**config.mk**
```make
export PLATFORM = sky130hd
export DESIGN_NAME = mem_req_queue
export DESIGN_NICKNAME = d
export VERILOG_FILES = /design/src/rtl/mem_req_queue.sv
export SDC_FILE = /design/constraint.sdc
export NUM_CORES = 1
export LEC_CHECK = 0
export BUFFER_PORTS_ARGS = -buffer_cell sky130_fd_sc_hd__clkbuf_2
export CAP_MARGIN = 40
export CORE_MARGIN = 2
export CORE_UTILIZATION = 43
export CTS_CLUSTER_SIZE = 25
export DETAILED_ROUTE_END_ITERATION = 10
export GPL_ROUTABILITY_DRIVEN = 0
export HOLD_SLACK_MARGIN = 0.05
export PLACE_DENSITY_LB_ADDON = 0.25
export REMOVE_ABC_BUFFERS = 1
export SLEW_MARGIN = 20
export SYNTH_ARGS = -nofsm -noshare
export SYNTH_HDL_FRONTEND = slang
export SYNTH_SLANG_ARGS = --single-unit
```
**constraint.sdc**
```tcl
create_clock -name clk -period 4.6 [get_ports clk]
set_clock_uncertainty 0.15 [all_clocks]
set_input_delay 0 -clock clk [delete_from_list [all_inputs] [get_ports clk]]
set_output_delay 0 -clock clk [all_outputs]
set_load 0.01 [all_outputs]
```
**src/rtl/mem_req_queue.sv**
```systemverilog
// mem_req_queue: MEM1 memory-request issue queue between address translation
// and the DCache.
//
// Checks natural alignment of each incoming request (ale_o), encodes byte
// enables and lane-shifted store data for a DATA_WIDTH bus, owns the LL bit,
// resolves SC, and buffers up to DEPTH requests for the DCache.
//
// Ports:
//   clk, rst              clock, asynchronous active-high reset
//   flush                 drop every queued request the DCache has not seen
//   in_valid/in_ready     request handshake from the pipeline
//   in_paddr, in_size     physical address, size (0=B 1=H 2=W 3=D)
//   in_we/in_ll/in_sc     store / LL.W / SC.W
//   in_uncache, in_wdata  uncached flag, right-aligned store data
//   in_pc                 PC tag for debug/difftest
//   ale_o                 combinational misalignment / illegal size flag
//   sc_valid_o/sc_result_o SC resolved this cycle / its outcome
//   llbit_o, llbit_clear_i current LL bit / clear request (ERTN, exception)
//   dcache_req_valid/ready head request handshake to the DCache
//   dcache_*              head request fields
//   count_o               queue occupancy
//
// Handshakes: a transfer happens on a cycle where valid and ready are both 1.
// On the DCache side, once dcache_req_valid is 1 the head entry and valid are
// held unchanged until dcache_req_ready is seen; ready may depend on valid,
// valid never depends on ready.
module mem_req_queue #(
  parameter int ADDR_WIDTH = 32,
  parameter int DATA_WIDTH = 32,
  parameter int DEPTH      = 4,
  parameter int PC_WIDTH   = 32
) (
  input  logic                      clk,
  input  logic                      rst,
  input  logic                      flush,
  input  logic                      in_valid,
  output logic                      in_ready,
  input  logic [ADDR_WIDTH-1:0]     in_paddr,
  input  logic [1:0]                in_size,
  input  logic                      in_we,
  input  logic                      in_ll,
  input  logic                      in_sc,
  input  logic                      in_uncache,
  input  logic [DATA_WIDTH-1:0]     in_wdata,
  input  logic [PC_WIDTH-1:0]       in_pc,
  output logic                      ale_o,
  output logic                      sc_valid_o,
  output logic                      sc_result_o,
  output logic                      llbit_o,
  input  logic                      llbit_clear_i,
  output logic                      dcache_req_valid,
  input  logic                      dcache_req_ready,
  output logic [ADDR_WIDTH-1:0]     dcache_addr,
  output logic                      dcache_we,
  output logic [DATA_WIDTH/8-1:0]   dcache_sel,
  output logic [DATA_WIDTH-1:0]     dcache_wdata,
  output logic [1:0]                dcache_size,
  output logic                      dcache_uncache,
  output logic [PC_WIDTH-1:0]       dcache_pc,
  output logic [$clog2(DEPTH):0]    count_o
);

  localparam int SELW = DATA_WIDTH / 8;
  localparam int OFS  = $clog2(SELW);
  localparam int PW   = $clog2(DEPTH);
  localparam int CW   = PW + 1;

  typedef struct packed {
    logic [ADDR_WIDTH-1:0] addr;
    logic                  we;
    logic [SELW-1:0]       sel;
    logic [DATA_WIDTH-1:0] wdata;
    logic [1:0]            size;
    logic                  uncache;
    logic [PC_WIDTH-1:0]   pc;
  } entry_t;

  entry_t          mem [DEPTH];
  entry_t          new_entry;
  entry_t          head_entry;
  logic [PW-1:0]   head;
  logic [PW-1:0]   tail;
  logic [PW-1:0]   head_next;
  logic [CW-1:0]   count;
  logic            llbit;
  logic            head_committed;

  logic            misaligned;
  logic            full;
  logic            valid;
  logic            push;
  logic            pop;
  logic            sc_fail;
  logic            keep_head;
  logic [OFS-1:0]  off;
  logic [SELW-1:0] base_sel;
  logic [DATA_WIDTH-1:0] byte_mask;

  // Size 3 is only legal on a 64-bit bus.
  always_comb begin
    misaligned = 1'b0;
    case (in_size)
      2'd0:    misaligned = 1'b0;
      2'd1:    misaligned = in_paddr[0];
      2'd2:    misaligned = |in_paddr[1:0];
      default: misaligned = (DATA_WIDTH == 32) | (|in_paddr[2:0]);
    endcase
  end

  assign ale_o    = ~rst & in_valid & misaligned;
  assign full     = (count == CW'(DEPTH));
  assign in_ready = ~rst & ~full;
  assign valid    = (count != '0);
  assign pop      = valid & dcache_req_ready;

  assign push = in_valid & in_ready & ~ale_o & ~flush & ~(in_sc & ~llbit);

  // A failing SC needs no queue slot, so it resolves even when full.
  assign sc_fail     = ~rst & in_valid & in_sc & ~llbit & ~ale_o & ~flush;
  assign sc_valid_o  = sc_fail | (push & in_sc);
  assign sc_result_o = push & in_sc;

  // Encoding: byte enables for the access size, shifted to the lane offset.
  assign off = in_paddr[OFS-1:0];

  always_comb begin
    base_sel = '0;
    case (in_size)
      2'd0:    base_sel = SELW'(8'h01);
      2'd1:    base_sel = SELW'(8'h03);
      2'd2:    base_sel = SELW'(8'h0F);
      default: base_sel = SELW'(8'hFF);
    endcase
  end

  always_comb begin
    byte_mask = '0;
    for (int i = 0; i < SELW; i++) begin
      byte_mask[8*i +: 8] = {8{base_sel[i]}};
    end
  end

  always_comb begin
    new_entry         = '0;
    new_entry.addr    = in_paddr;
    new_entry.we      = in_we;
    new_entry.sel     = base_sel << off;
    new_entry.wdata   = in_we ? ((in_wdata & byte_mask) << {off, 3'b000}) : '0;
    new_entry.size    = in_size;
    new_entry.uncache = in_uncache;
    new_entry.pc      = in_pc;
  end

  // On flush the head survives only if the DCache has already seen it and
  // is not taking it this cycle; head_committed covers the held case.
  assign keep_head = (head_committed | valid) & ~dcache_req_ready;
  assign head_next = pop ? head + 1'b1 : head;

  always_ff @(posedge clk or posedge rst) begin
    if (rst) begin
      head           <= '0;
      tail           <= '0;
      count          <= '0;
      llbit          <= 1'b0;
      head_committed <= 1'b0;
    end else begin
      head_committed <= valid & ~dcache_req_ready;

      if (llbit_clear_i)          llbit <= 1'b0;
      else if (push & in_sc)      llbit <= 1'b0;
      else if (push & in_ll)      llbit <= 1'b1;

      if (flush) begin
        head  <= head_next;
        tail  <= keep_head ? head + 1'b1 : head_next;
        count <= keep_head ? CW'(1) : '0;
      end else begin
        head <= head_next;
        if (push) tail <= tail + 1'b1;
        case ({push, pop})
          2'b10:   count <= count + 1'b1;
          2'b01:   count <= count - 1'b1;
          default: count <= count;
        endcase
      end
    end
  end

  // Payload storage needs no reset: outputs are masked by valid.
  always_ff @(posedge clk) begin
    if (push) mem[tail] <= new_entry;
  end

  assign head_entry       = mem[head];
  assign dcache_req_valid = valid;
  assign dcache_addr      = valid ? head_entry.addr    : '0;
  assign dcache_we        = valid ? head_entry.we      : 1'b0;
  assign dcache_sel       = valid ? head_entry.sel     : '0;
  assign dcache_wdata     = valid ? head_entry.wdata   : '0;
  assign dcache_size      = valid ? head_entry.size    : '0;
  assign dcache_uncache   = valid ? head_entry.uncache : 1'b0;
  assign dcache_pc        = valid ? head_entry.pc      : '0;
  assign count_o          = count;
  assign llbit_o          = llbit;

endmodule

```
==> qor.yml <==
yosys:
  synthTopCellsByArea: "edfxtp_1 74%, mux4_2 14%, and2_1 4.4%"
  syn_inst: 818
  ys.flop_type: "edfxtp_1"
  syn-cell-area_um2: 16870
  yosys.area.top_type_share_pct: 74.04
  yosysMostFrequentCell: "edfxtp_1"
  synth_edf_count: 416
  synth_top_area_cell: "edfxtp_1"
  yosysSeqAreaShare_pct: 75.38
  synth-seq-cells: 425
  yosys.cell_types.count: 40
  yosysWarnings: 0
  synth_common_cells: "416 x edfxtp_1, 118 x and2_1, 104 x mux4_2"
  postSynth.asyncResetShare_pct: 2.118
  syn_area_per_cell_um2: 20.62
critical_path:
  cp_top_family: "simple AND/OR/NAND/NOR gates"
  r2r-start: "llbit_o"
  worstSetupStartpointType: "flip-flop"
  cp-startpoint: "llbit_o"
  crit_buf_inv: 2
  crit_slowest_cell: "and2_4"
  crit_chain: "nand2b_1, nand3b_1, dlygate4sd3_1, nor3b_4, and2_4, buf_4"
  slowest_delay_ps: 710
  path_class: "flip-flop to flip-flop"
  cp_max_fo: 42
  end_kind: "flip-flop"
  worstRegToRegCells: 6
  cp.depth: 6
  crit_required_ps: 4650
  crit_arrival_ps: 3610
detailed_routing:
  drt_wl_total_um: 36290
  drt_iter0_markers: 634
  ant_nets: 0
  num_vias: 8984
  first_pass_iters: 7
  drc: 0
  vias_per_cell: 5.208
  routedWlPerCell_um: 21.04
clock_tree:
  clk_latency_ps: 540
  clock_sinks: 425
  ctsResizeCount: 0
  clk_path_buf_depth: 3
  h-tree-depth: 2
  cts_tree: "done"
  clockRootBuffer: "clkbuf_16"
  cts-buffers-inserted: 43
  clkTransAtPathRegs_ps: 60
grt:
  grt_pass1_wl_um: 55740
  grt_pass1_vias: 9530
  grt_max_degree: 69
  antenna_found_initial: 0
  grt_util_all_layers_pct: 17.99
  grt_remaining_overflow: 0
floorplan:
  die_y_um: 202.1
  fp.dieW_um: 202.1
  initial_core_util_pct: 43.65
  dieArea_um2: 40840
  core_area_um2: 38650
  pin_count: 221
  row_count: 72
final_layout:
  n_fill_cell: 3028
  fin_util_pct: 54.92
  area_growth_pct: 25.82
  layout.cells.non_filler: 1725
  layout.nets: 1290
  n_antenna_cell: 0
  drive_gt1_share_pct: 34.38
power_and_ir_drop:
  p_total_w: 0.01175
  leakagePower_nw: 7.462
  ir_drop_v: 0.0003563
  powerDensity_nw_per_um2: 553.5
run:
  maxCapViolations: 0
placed_design:
  place_hpwl_um: 21940
  io_buffers: 220
  post-place-cells: 1530
sta:
  max_slew_margin_pct: 47.29
  final.setup.tns_ps: 0
  period_needed_ps: 3563
  tightestPinTransition_ps: 790.6
  setup_viol: 0
  final_hold_viol_count: 0
  fin_crit_sh_pct: 77.45
  maxSlewViolCount: 0
  max_freq_mhz: 280.7
  rsz0062_at_grt: "false"
worst_hold_path:
  hp-class: "primary input to flip-flop"
  holdPathStages: 2
  min-delay-start: "in_pc[11]"
status:
  outcome: "finished clean"
## layout by cell type, fill, tap and decap left out, types with 5 or more instances in the layout
cell           count
a22oi_1           16
clkinv_2           7
mux2i_1           14
nand2b_1           6
clkbuf_16         44
and2_1           114
edfxtp_1         416
clkbuf_2         220
nor2_1            18
buf_4             12
nand2_1           12
buf_12             5
clkinv_1           7
dlygate4sd3_1    120
mux4_2           104
o22ai_1            8
dfrtp_1            7
clkbuf_1           9
o21ai_0           10
## metal layers
metal,part of all wire (%),GRT usage [%],up-vias
met2,49,29.64,321
met1,44,25.33,4612
met4,1.6,4.386,0
li1,-,-,4010
met3,5.6,2.935,41
met5,0,0,-
## power breakdown
group	switching, W	internal [W]	leakage (nW)
logic	0.00195	0.00183	2.91
clock network	0.00140	0.00198	0.664
registers	0.000203	0.00439	3.89
## metrics by stage
stage          worst slack, ps  area (um2)  hold WS (ps)
6_report                  1037       21230         82.76
5_1_grt                  788.7       21230         76.11
4_1_cts                   1026       21230         51.75
3_5_place_dp              1239       18660        -89.20
3_3_place_gp              1326       18640        -98.78
2_1_floorplan           -505.7       16680        -322.1
## state kept, by name, summed over array words and instances, names as in the netlist
signal and count:
head_committed 1, count_o 3, tail 2, llbit_o 1
head 2, mem 416
## worst reg2reg max path, stage by stage (launching register included)
cell and delay [ps]:
dfrtp_1 380, nand2b_1 130, nand3b_1 80, dlygate4sd3_1 610, nor3b_4 670, and2_4 710
buf_4 470
## logic make-up after synthesis
kind of cell,share of synthesized area [%]
compound gates,1.661
simple gates,6.200
mux,14.78
xor+xnor,0.3115
buf+inv,1.253
flops,75.38
fa+ha+maj,0.4153
## repair_timing
item                                   CTS  global route
endpoints found under the hold margin  426             0
setup buffers                            0             0
hold buffers                           120             0
## worst paths after layout
path / endpoint / slack (ps)
worst max-delay path: mem[1][95] / 1040
worst min-delay path: mem[2][11] / 80
worst max register to register: mem[1][95] / 1040
worst min register to register: tail[1] / 490
max in group asynchronous: head[1] / 3530
min in group asynchronous: count_o[2] / 440
## layout make-up
class	count	area (um2)	share of cell area, %
Multi-Input combinational cell	344	3953	18.62
Sequential cell	425	12720	59.95
Tap cell	518	648.1	3.053
Clock buffer	53	1135	5.346
Inverter	5	20.02	0.09431
Timing Repair Buffer	358	2520	11.87
Clock inverter	22	226.5	1.067
No activity file was read; power rests on OpenSTA's default activity.
